`config.mk`:
```
export PLATFORM = sky130hd
export DESIGN_NAME = fpadd_operand_fifo
export DESIGN_NICKNAME = d
export VERILOG_FILES = /design/src/rtl/fpadd_operand_fifo.sv
export SDC_FILE = /design/constraint.sdc
export NUM_CORES = 1
export LEC_CHECK = 0
export BUFFER_PORTS_ARGS = -buffer_cell sky130_fd_sc_hd__clkbuf_2
export CAP_MARGIN = 25
export CORE_ASPECT_RATIO = 2
export CORE_MARGIN = 3
export CORE_UTILIZATION = 60
export CTS_CLUSTER_SIZE = 25
export DETAILED_ROUTE_END_ITERATION = 7
export GPL_TIMING_DRIVEN = 0
export PLACE_DENSITY = 0.91
export SLEW_MARGIN = 20
export SYNTH_ARGS = -nofsm -noshare
export SYNTH_HDL_FRONTEND = slang
export SYNTH_SLANG_ARGS = --single-unit
```
`constraint.sdc`:
```
create_clock -name clk -period 7.4 [get_ports clk]
set_clock_uncertainty 0.1 [all_clocks]
set_input_delay 1.11 -clock clk [delete_from_list [all_inputs] [get_ports clk]]
set_output_delay 1.11 -clock clk [all_outputs]
set_load 0.01 [all_outputs]
```
`src/rtl/fpadd_operand_fifo.sv`:
```
// ---------------------------------------------------------------------------
// fpadd_operand_fifo
//   Buffered operand front end for the floating-point adder. Operand pairs
//   (A, B) arrive over a valid/ready handshake, are held in a small circular
//   FIFO and the head pair is presented to the adder input stage, which pops
//   it with its own ready. Occupancy and a high-water mark are exported for
//   software.
//
// Ports
//   clk         rising-edge clock
//   reset       asynchronous reset, active low
//   flush       synchronous clear of all entries and the high-water mark
//   in_valid    upstream offers a pair
//   in_ready    FIFO can take a pair this cycle (level != DEPTH)
//   in_a/in_b   incoming operands
//   out_valid   head pair valid (level != 0)
//   out_ready   adder consumes the head pair
//   out_a/out_b head operands
//   level       number of stored pairs, 0..DEPTH
//   high_water  largest level seen since reset or flush
// ---------------------------------------------------------------------------
module fpadd_operand_fifo #(
    parameter int DATA_W = 32,
    parameter int DEPTH  = 4,
    parameter int CNT_W  = $clog2(DEPTH) + 1
) (
    input  logic              clk,
    input  logic              reset,
    input  logic              flush,
    input  logic              in_valid,
    output logic              in_ready,
    input  logic [DATA_W-1:0] in_a,
    input  logic [DATA_W-1:0] in_b,
    output logic              out_valid,
    input  logic              out_ready,
    output logic [DATA_W-1:0] out_a,
    output logic [DATA_W-1:0] out_b,
    output logic [CNT_W-1:0]  level,
    output logic [CNT_W-1:0]  high_water
);

    localparam int PTR_W = $clog2(DEPTH);

    logic [DATA_W-1:0] mem_a [DEPTH];
    logic [DATA_W-1:0] mem_b [DEPTH];

    logic [PTR_W-1:0] wr_ptr;
    logic [PTR_W-1:0] rd_ptr;
    logic [CNT_W-1:0] level_q;
    logic [CNT_W-1:0] high_q;
    logic [CNT_W-1:0] level_next;
    logic             push;
    logic             pop;

    // Handshake qualifiers depend on the registered level only, so there is
    // no combinational path from out_ready to in_ready.
    assign in_ready  = (level_q != CNT_W'(DEPTH));
    assign out_valid = (level_q != '0);
    assign push      = in_valid && in_ready;
    assign pop       = out_valid && out_ready;

    // Head data is gated by out_valid so the outputs read zero out of reset
    // even though the storage itself is never cleared.
    assign out_a = out_valid ? mem_a[rd_ptr] : '0;
    assign out_b = out_valid ? mem_b[rd_ptr] : '0;

    assign level      = level_q;
    assign high_water = high_q;

    always_comb begin
        level_next = level_q;
        if (push && !pop) begin
            level_next = level_q + CNT_W'(1);
        end else if (pop && !push) begin
            level_next = level_q - CNT_W'(1);
        end
    end

    // Storage has no reset; a flushed cycle must not write.
    always_ff @(posedge clk) begin
        if (push && !flush) begin
            mem_a[wr_ptr] <= in_a;
            mem_b[wr_ptr] <= in_b;
        end
    end

    always_ff @(posedge clk or negedge reset) begin
        if (!reset) begin
            wr_ptr  <= '0;
            rd_ptr  <= '0;
            level_q <= '0;
            high_q  <= '0;
        end else if (flush) begin
            wr_ptr  <= '0;
            rd_ptr  <= '0;
            level_q <= '0;
            high_q  <= '0;
        end else begin
            if (push) begin
                wr_ptr <= wr_ptr + PTR_W'(1);
            end
            if (pop) begin
                rd_ptr <= rd_ptr + PTR_W'(1);
            end
            level_q <= level_next;
            if (level_next > high_q) begin
                high_q <= level_next;
            end
        end
    end

endmodule

```
## After elaboration in Yosys (flattened, before gate mapping)

Memory sizes are Yosys's and may differ from the RTL's.
Cells that the tools add are included.

| storage, ports and cells | value |
|---|---|
| flip-flop bits (word level) | 10 |
| RAM bits | 256 |
| input bits | 69 |
| output and inout port bits | 72 |
| logic and storage cells | 37 |
| memories | 2 |

Memories:

| name | depth | bits a word | rd ports | clocked after memory_dff | write ports | line | RTL |
|---|---|---|---|---|---|---|---|
| mem_a | 4 | 32 | 1 | 0 | 1 | 44 | `logic [DATA_W-1:0] mem_a [DEPTH];` |
| mem_b | 4 | 32 | 1 | 0 | 1 | 45 | `logic [DATA_W-1:0] mem_b [DEPTH];` |

| operators by class | value |
|---|---|
| add/sub/neg operators | 4 |
| magnitude comparators | 1 |
| equal/unequal tests | 1 |
| multiplexer cells | 13 |
| reduce and logical (&&, ||, !) cells | 12 |

Operators with widths:

| cell | number |
|---|---|
| $mux 32 | 2 |
| $mux 3 | 5 |
| $mux 2 | 4 |
| $reduce_bool 2->1 | 3 |
| $logic_and 1x1->1 | 5 |
| $add 2x1->2 const B | 2 |
| $add 3x1->3 const B | 1 |
| $gt 3x3->1 | 1 |
| $logic_not 1->1 | 3 |
| $ne 3x3->1 const B | 1 |
| $reduce_bool 3->1 | 1 |
| $sub 3x1->3 const B | 1 |
| $mux 1 | 2 |

## Logic depth before layout (Yosys ltp)

Gate-level depths: netlist of run 1.

| logic depth | value |
|---|---|
| word-level depth | 9 |
| gate-level depth with buffers | 12 |
| gate-level depth less buffers | 11 |

## Worst setup path after synthesis of run 1

OpenSTA, ideal clock, no wires.

| timing | value |
|---|---|
| path type | input to register |
| start point | in in_valid |
| end point | mem mem_a[0][0], enable pin |
| data arrival time | 3.051 ns |
| setup slack | 3.820 ns |
| stages on the path | 4 |
| buffers on the path | 1 |
| cell sequence | buf_2 -> nand2_1 -> nor2_1 -> and2_1 |

| between the ends | value |
|---|---|
| word-level cells in the longest chain between the ends | 4 |

Ends and longest elaborated chain:

| item | line | RTL |
|---|---|---|
| start: declaration | 30 | `input logic in_valid,` |
| $logic_and 1x1->1 | 59 | `assign push = in_valid && in_ready;` |
| $logic_and 1x1->1 | 81 | `if (push && !flush) begin` |
| $mux 1 | 81 |  |
| $mux 1 (not written as such) | 82 | `mem_a[wr_ptr] <= in_a;` |
| end: declaration | 44 |  |

No other way between the ends.

## Worst setup path in the final report of run 1

| timing | value |
|---|---|
| start point | reg level_q[1] (netlist: level[1]) |
| end point | out out_b[18] |

| between the ends | value |
|---|---|
| word-level cells in the longest chain between the ends | 2 |

Ends and longest elaborated chain:

| item | line | RTL |
|---|---|---|
| start: declaration | 49 | `logic [CNT_W-1:0] level_q;` |
| start signal: assignment | 105 | `level_q <= level_next;` |
| $reduce_bool 3->1 | 58 | `assign out_valid = (level_q != '0);` |
| $mux 32 | 65 | `assign out_b = out_valid ? mem_b[rd_ptr] : '0;` |
| end: declaration | 37 | `output logic [DATA_W-1:0] out_b,` |

No other way between the ends.

==> results.toml, run 1 <==
[outcome]
status = "finished, final reports clean"

[worst_setup_path]
worstPathMaxFanout = 10
r2r_slack_ns = 4.28
cp.arrival_ns = 2.85
worst-setup-path-type = "reg2out"
r2r_start = "level[1]"
crit_path_cell_trace = "inv_1 -> ha_1 -> buf_2 -> nand2b_4 -> clkbuf_1 -> clkbuf_1 -> and2_1 -> clkbuf_2"
cpMostUsedCell = "clkbuf_1"
cp_data_required_time_ns = 6.19
worstRegToRegCells = 11
slowest_stage = "dfrtp_1"
r2r_end = "high_water[1]"
critPathLaunchType = "flop"
slowest_delay_ns = 0.50
crit_path_end_kind = "primary output"

[power]
internal_power_mw = 3.039
power_density_nw_per_um2 = 345.9
netSwitchingFraction_pct = 28.62
seq_power_share_pct = 41.9
p_comb_share_pct = 29.8
p_leak_nw = 4.309
switchingPower_mw = 1.218
clkPwrFrac_pct = 28.3
ir_drop_mv = 0.2478

[sta]
rsz0062_at_grt = "false"
fin_crit_ns = 4.059
worst_pin_slew_ns = 0.6152
timing_hold_violations_final = 0
slew_headroom_pct = 58.99
finalSetupViolations = 0
period_share_pct = 54.86
clock.fmax_mhz = 246.3
slew_violations = 0
setup_tns_ns = 0

[clock_tree]
cts_tree = "built"
cts_buffers = 22
path_clk_slew_ns = 0.07
cts_setup_buffers = 0
cts.sinks = 266
clockRootBuffer = "clkbuf_16"
cts_resized = 0
h-tree-depth = 1
clk_latency_ns = 0.50
clockBufferDepth = 3
holdBufCountCts = 0

[detailed_routing]
final_antenna_net_count = 0
via_per_inst = 5.965
drt_iter0_markers = 290
wire_per_inst_um = 22.89
drc = 0
dr.pass1.iters = 4
vias = 5327
wl_um = 20440

[logic_synthesis]
synthFlopType = "edfxtp_1"
syn-cell-area_um2 = 10490
async_flop_share_pct = 3.759
synth.distinct_cells = 41
ys_ff_latch = 266
yosys_warnings = 0
syn_area_per_cell_um2 = 21.01
synthTopCellsByArea = "edfxtp_1 (73%), mux4_2 (14%), and2_1 (4.1%), dfrtp_1 (2.4%), ha_1 (1.2%)"
yosys.area.top_type_share_pct = 73.31
netlist_instances = 499
ys_seq_area_share_pct = 75.70
yosysTopAreaCell = "edfxtp_1"
synth_nets = 578
synth_edf_count = 256

[floorplan]
start_util_pct = 61.93
die_h_um = 193.0
io_pins = 141
dieArea_um2 = 19200
die_w_um = 99.48
num_rows = 67
coreArea_um2 = 16930

[placed_design]
place.port_buffers = 140
gp_congestion = 0.8347
dpl.hpwl_um = 13310

[layout]
nFillCells = 993
drive_gt1_share_pct = 39.30
final_common_cell = "edfxtp_1"
layout.nets = 746
layout_common_cells = "edfxtp_1 (256), clkbuf_2 (140), and2_1 (65)"
final_util_pct = 72.68
area_growth_syn_to_layout_pct = 17.37

[global_routing]
grt_usage_pct = 22.00
grt_max_degree = 37
antenna_found_initial = 2
grt_pass1_wl_um = 32250
first_global_vias = 5934
grt.overflow.total = 0

[worst_hold_path]
min_path_type = "in2async"

[job]
cap_violations = 0
[synthesized netlist by cell type (2+ instances only)]
cell       instances
mux4_2            64
buf_2              9
nand2b_1           3
ha_1              10
nor2_1             8
o2111ai_1          2
buf_4              5
a211oi_1           4
buf_1              2
inv_1             10
nand3_1            2
a21oi_1            5
edfxtp_1         256
clkbuf_1           9
dfrtp_1           10
xor2_1             2
nand2_1            6
and2_1            69
[logic make-up after synthesis]
kind of cell | Yosys count | synth area share, %
AO/OA/AOI/OAI | 23 | 1.730
XOR/XNOR | 3 | 0.2506
adder cells (fa/ha/maj) | 10 | 1.193
buffers and inverters | 36 | 1.647
flip-flops | 266 | 75.69
multiplexers | 64 | 13.75
AND/OR/NAND/NOR | 97 | 5.739
[worst max-delay path, delay by kind of cell, from the launching register on]
family / cells / cell delay (ns)
buf+inv: 5 / 1.27
flops: 1 / 0.50
simple gates: 2 / 0.38
fa+ha+maj: 1 / 0.20
[cell type report]
| cell class | count | area (µm²) | share of cell area [%] |
|---|---|---|---|
| Inverter | 10 | 37.54 | 0.3050 |
| Antenna cell | 4 | 10.01 | 0.08133 |
| Sequential cell | 266 | 7938 | 64.49 |
| Buffer | 26 | 135.1 | 1.098 |
| Clock buffer | 26 | 596.8 | 4.849 |
| Timing Repair Buffer | 144 | 780.7 | 6.343 |
| Multi-Input combinational cell | 197 | 2386 | 19.39 |
| Clock inverter | 13 | 165.2 | 1.342 |
| Tap cell | 207 | 259.0 | 2.104 |
[sequential cells by signal (all words and copies together), names as in the netlist]
name        flops
wr_ptr          2
mem_a         128
rd_ptr          2
mem_b         128
level           3
high_water      3
[power groups by stage]
stage	combinational, mW	clock, mW	sequential [mW]
after CTS	1.29	1.23	1.78
after global placement	1.22	0	1.81
final	1.27	1.21	1.78
after global routing	1.38	1.29	1.79
after detailed placement	1.28	0	1.81
after floorplan	0.821	0	1.81
[metrics by stage]
step	worst slack, ns	hold WS, ns	std cells	power (mW)	instance area, µm²
6_report	3.341	0.3684	893	4.257	12310
4_1_cts	3.334	0.3587	889	4.301	12300
5_1_grt	3.170	0.3707	891	4.461	12300
2_1_floorplan	3.820	0.4425	499	2.634	10490
3_5_place_dp	3.887	0.5007	850	3.097	11540
3_3_place_gp	2.680	0.4558	846	3.032	11450
[worst max-delay path by stage]
| stage | start | end | slack (ns) | cells after the start |
|---|---|---|---|---|
| floorplan | in_valid | mem_a[0][0] | 3.82 | 4 |
| global placement | in_valid | mem_a[3][25] | 2.68 | 5 |
| detailed placement | level[1] | out_b[14] | 3.89 | 8 |
| CTS | level[1] | out_b[14] | 3.33 | 8 |
| global route | level[0] | out_b[9] | 3.17 | 8 |
| finish | level[1] | out_b[18] | 3.34 | 8 |
[routing by layer]
layer  global-route usage [%]  up-vias  routed length [µm]
met3                    3.457       58                1001
li1                         -     2348                   -
met1                    26.17     2731                7176
met2                    38.81      190               11450
met4                    11.10        0                 805
met5                        0        -                   0
Note: power is estimated with default switching activity, not from simulation.
==> inputs of run 2 (changes only) <==
Settings changed: CORE_UTILIZATION 60 to 57, PLACE_DENSITY 0.91 to 0.87.
Clock period 7.4 ns to 3.8 ns, I/O delays scaled along.
==> results.toml, run 2 (same netlist as run 1, synthesis figures left out) <==
[layout]
layout.nets = 747
layout_common_cells = "edfxtp_1 (256), clkbuf_2 (140), and2_1 (65)"
nFillCells = 1161
antenna_cells = 0
reg_top3 = "mem_a (128), mem_b (128)"
final_common_cell = "edfxtp_1"
final_cell_area_um2 = 12240
drive_gt1_share_pct = 38.91
area_growth_syn_to_layout_pct = 16.76

[clock_tree]
cts_tree = "built"
clockBufferDepth = 3
cts_setup_buffers = 0
clockRootBuffer = "clkbuf_16"
cts.sinks = 266
clk_latency_ns = 0.50
cts_buffers = 22
path_clk_slew_ns = 0.07
h-tree-depth = 1

[placed_design]
postPlaceCellArea_um2 = 11540
place.port_buffers = 140
dpl.hpwl_um = 13090
gp_congestion = 0.7760

[power]
power_density_nw_per_um2 = 661.2
p_leak_nw = 4.287
ir_drop_mv = 0.5266

[worst_setup_path]
worstPathMaxFanout = 10
cp_data_required_time_ns = 3.13
r2r_start = "level[1]"
worst-setup-path-type = "reg2out"
critPathLaunchType = "flop"
cp_num_buf_inv = 5
crit_path_end_kind = "primary output"
path_delay_family = "buffers and inverters"
cp.arrival_ns = 2.83
cpMostUsedCell = "clkbuf_1"
cp-startpoint = "level[1]"
slowest_stage = "dfrtp_1"
slowest_delay_ns = 0.48
crit_path_cell_trace = "inv_1 -> ha_1 -> buf_2 -> nand2b_4 -> clkbuf_1 -> clkbuf_1 -> and2_1 -> clkbuf_2"

[detailed_routing]
vias = 5173
dr.pass1.iters = 4
final_antenna_net_count = 0
drc = 0
via_per_inst = 5.786
wire_per_inst_um = 21.90
drt_iter0_markers = 216
wl_um = 19580

[floorplan]
start_util_pct = 58.40
coreArea_um2 = 17960
die_w_um = 101.9
io_pins = 141
dieArea_um2 = 20160
die_h_um = 197.8
num_rows = 69

[sta]
clock.fmax_mhz = 285.4
slew_violations = 0
timing_hold_violations_final = 0
slew_headroom_pct = 58.32
fin_crit_ns = 3.504
worst_pin_slew_ns = 0.6252
period_share_pct = 92.22
finalSetupViolations = 0
whs_ns = 0.1868
rsz0062_at_grt = "false"

[global_routing]
antenna_found_initial = 0
grt_max_degree = 38
grt.overflow.total = 0
grt_pass1_wl_um = 30390
first_global_vias = 5664
grt_usage_pct = 19.99

[worst_hold_path]
min_path_type = "in2reg"
hold_path.startpoint = "in_a[17]"

[outcome]
status = "finished, final reports clean"

[job]
cap_violations = 0
-- run 2: cell count changes in the layout (fill, tap and decap cells not counted) --
cell | previous run | this run
inv_6 | 0 | 1
dlygate4sd3_1 | 0 | 1
clkinvlp_4 | 2 | 0
clkinv_2 | 3 | 4
clkbuf_8 | 1 | 0
bufinv_16 | 4 | 2
clkinv_1 | 4 | 5
diode_2 | 4 | 0
-- run 2: path summary, 6_finish.rpt --
path | to | slack, ns | cells after the start
worst max-delay path | out_b[8] | 0.30 | 8
worst min-delay path | mem_a[1][17] | 0.19 | 1
worst max register to register | high_water[1] | 0.73 | 11
worst min register to register | wr_ptr[1] | 0.51 | 2
max in group asynchronous | wr_ptr[1] | 3.00 | 2
min in group asynchronous | high_water[0] | 0.37 | 2
-- run 2: area by class of cell --
class                           count  area [µm²]  share of cell area (%)
Sequential cell                   266        7938                   64.83
Multi-Input combinational cell    197        2386                   19.49
Timing Repair Buffer              145       790.8                   6.458
Clock buffer                       25       583.1                   4.762
Tap cell                          213       266.5                   2.177
Buffer                             26       135.1                   1.104
Clock inverter                     12       107.6                  0.8788
Inverter                           10       37.54                  0.3066
-- run 2: repair_timing --
action / CTS / global route
hold buffers: 1 / 0
resized for setup: 0 / 0
hold endpoints to repair: 10 / 0
-- run 2: per-layer routing --
layer	wire, µm	global-route usage [%]	vias up
met3	879	3.173	45
met4	698	7.689	0
met1	7061	23.94	2627
li1	-	-	2342
met5	0	0	-
met2	10940	35.91	159
-- run 2: power breakdown --
| group | internal [mW] | switching (mW) | total (mW) |
|---|---|---|---|
| registers | 3.40 | 0.0666 | 3.47 |
| clock network | 1.23 | 0.938 | 2.17 |
| logic | 1.12 | 1.33 | 2.46 |
| total | 5.76 | 2.34 | 8.10 |
-- run 2: per-stage QoR --
step / instances / TNS [ns] / utilization, % / setup WS, ns / total power, mW
2_1_floorplan: 499 / 0 / - / 0.3901 / 5.129
3_3_place_gp: 852 / -151.12 / 63.78 / -0.5948 / 5.925
3_5_place_dp: 856 / 0 / 64.28 / 0.7887 / 6.029
4_1_cts: 894 / 0 / 68.19 / 0.2685 / 8.200
5_1_grt: 894 / 0 / 68.19 / 0.09088 / 8.489
6_report: 894 / 0 / 68.19 / 0.2957 / 8.096
==> inputs of run 3 (changes only) <==
Settings changed: ABC_AREA from default to 0, CORE_ASPECT_RATIO 2 to 0.8.
==> results.toml, run 3 (same netlist as run 1, synthesis figures left out) <==
[outcome]
status = "finished, final reports clean"

[layout]
antenna_cells = 0
layout.nets = 750
drive_gt1_share_pct = 38.90
area_growth_syn_to_layout_pct = 17.85
reg_top3 = "mem_a (128), mem_b (128)"
regArea_um2 = 7938
multi_input_area_um2 = 2386
final_common_cell = "edfxtp_1"
layout_common_cells = "edfxtp_1 (256), clkbuf_2 (140), and2_1 (65)"
stdcell_count = 914
nFillCells = 1079

[power]
p_leak_nw = 4.332
ir_drop_mv = 0.6004
power_density_nw_per_um2 = 674.2

[detailed_routing]
final_antenna_net_count = 0
vias = 5245
drt_iter0_markers = 410
wl_um = 19670
via_per_inst = 5.739
drc = 0
dr.pass1.iters = 5
wire_per_inst_um = 21.52

[placed_design]
place.port_buffers = 140
placed_cells = 868
gp_congestion = 0.7892
pre_cts_ws_ns = 0.8133
dpl.hpwl_um = 12630

[worst_setup_path]
cp.arrival_ns = 2.86
cp_num_buf_inv = 5
worstPathMaxFanout = 10
worst-setup-path-type = "reg2out"
crit_path_cell_trace = "inv_1 -> ha_1 -> buf_2 -> nand2b_4 -> clkbuf_1 -> clkbuf_1 -> and2_1 -> clkbuf_2"
critPathLaunchType = "flop"
crit_path_end_kind = "primary output"
slowest_delay_ns = 0.47
path_delay_family = "buffers and inverters"
cpMostUsedCell = "clkbuf_1"
cp_data_required_time_ns = 3.13
slowest_stage = "clkbuf_1"

[floorplan]
coreArea_um2 = 17700
num_rows = 43
dieArea_um2 = 20070
start_util_pct = 59.24
io_pins = 141
die_h_um = 127.3
die_w_um = 157.6

[global_routing]
grt_pass1_wl_um = 30930
grt.overflow.total = 0
grt_max_degree = 36
antenna_found_initial = 0
grt_usage_pct = 20.04
first_global_vias = 5713

[clock_tree]
h-tree-depth = 1
clockRootBuffer = "clkbuf_16"
cts.sinks = 266
path_clk_slew_ns = 0.07
clk_latency_ns = 0.51
cts_tree = "built"
cts_buffers = 25
cts_resized = 0
clockBufferDepth = 3

[sta]
finalSetupViolations = 0
slew_headroom_pct = 52.91
period_share_pct = 93.00
clock.fmax_mhz = 283.0
worst_pin_slew_ns = 0.7063
rsz0062_at_grt = "false"
slew_violations = 0
timing_hold_violations_final = 0
fin_ws_ns = 0.2661
fin_crit_ns = 3.534

[worst_hold_path]
min_path_type = "in2reg"

[job]
cap_violations = 0
==> run 3: cell count changes in the layout (fill, tap and decap cells not counted) <==
cell	delta
bufinv_16	+1
clkbuf_1	+4
clkbuf_16	+2
clkinv_1	+1
==> run 3: per-stage QoR <==
stage | cell area, µm² | setup TNS, ns | util, % | total power [mW] | hold WS [ns]
after floorplan | 10490 | 0 | - | 5.129 | 0.1744
after global placement | 11470 | -176.14 | 64.79 | 5.926 | 0.3470
after detailed placement | 11560 | 0 | 65.30 | 6.014 | 0.3597
after CTS | 12360 | 0 | 69.82 | 8.421 | 0.1553
after global routing | 12360 | 0 | 69.82 | 8.735 | 0.1613
final | 12360 | 0 | 69.82 | 8.332 | 0.1719
==> run 3: power breakdown <==
part | leakage [nW] | internal (mW) | total, mW | switching (mW)
combinational | 1.49 | 1.12 | 2.45 | 1.33
sequential | 2.45 | 3.40 | 3.47 | 0.0680
clock | 0.387 | 1.41 | 2.41 | 0.997
total | 4.33 | 5.94 | 8.33 | 2.39
==> run 3: worst paths after layout <==
path	end	cells past startpoint	from	slack (ns)
min in group asynchronous	level[0]	2	reset	0.38
hold reg to reg	wr_ptr[1]	2	wr_ptr[1]	0.51
max in group asynchronous	wr_ptr[0]	2	reset	2.99
setup / recovery	out_b[17]	8	level[0]	0.27
setup reg to reg	high_water[1]	11	level[0]	0.76
hold / removal	mem_a[1][12]	1	in_a[12]	0.17
==> run 3: timing repair <==
item,4_1_cts,5_1_grt
hold buffers,1,0
endpoints found under the hold margin,10,0
endpoints found under the setup margin,0,0
buffers inserted,0,0
==> run 3: layout make-up <==
type / count / share of cell area [%]
sequential: 266 / 64.23
timing repair buffer: 145 / 6.399
inverter: 10 / 0.3037
clock inverter: 14 / 1.144
clock buffer: 31 / 5.245
tap: 225 / 2.278
multi-input combinational: 197 / 19.31
buffer: 26 / 1.093
==> run 3: layer usage <==
metal	global-route usage (%)	share of wire, %	up-vias
met5	0	0	-
met4	3.571	1.3	0
met3	5.249	7.6	25
met2	33.11	50	187
met1	27.92	41	2684
li1	-	-	2349
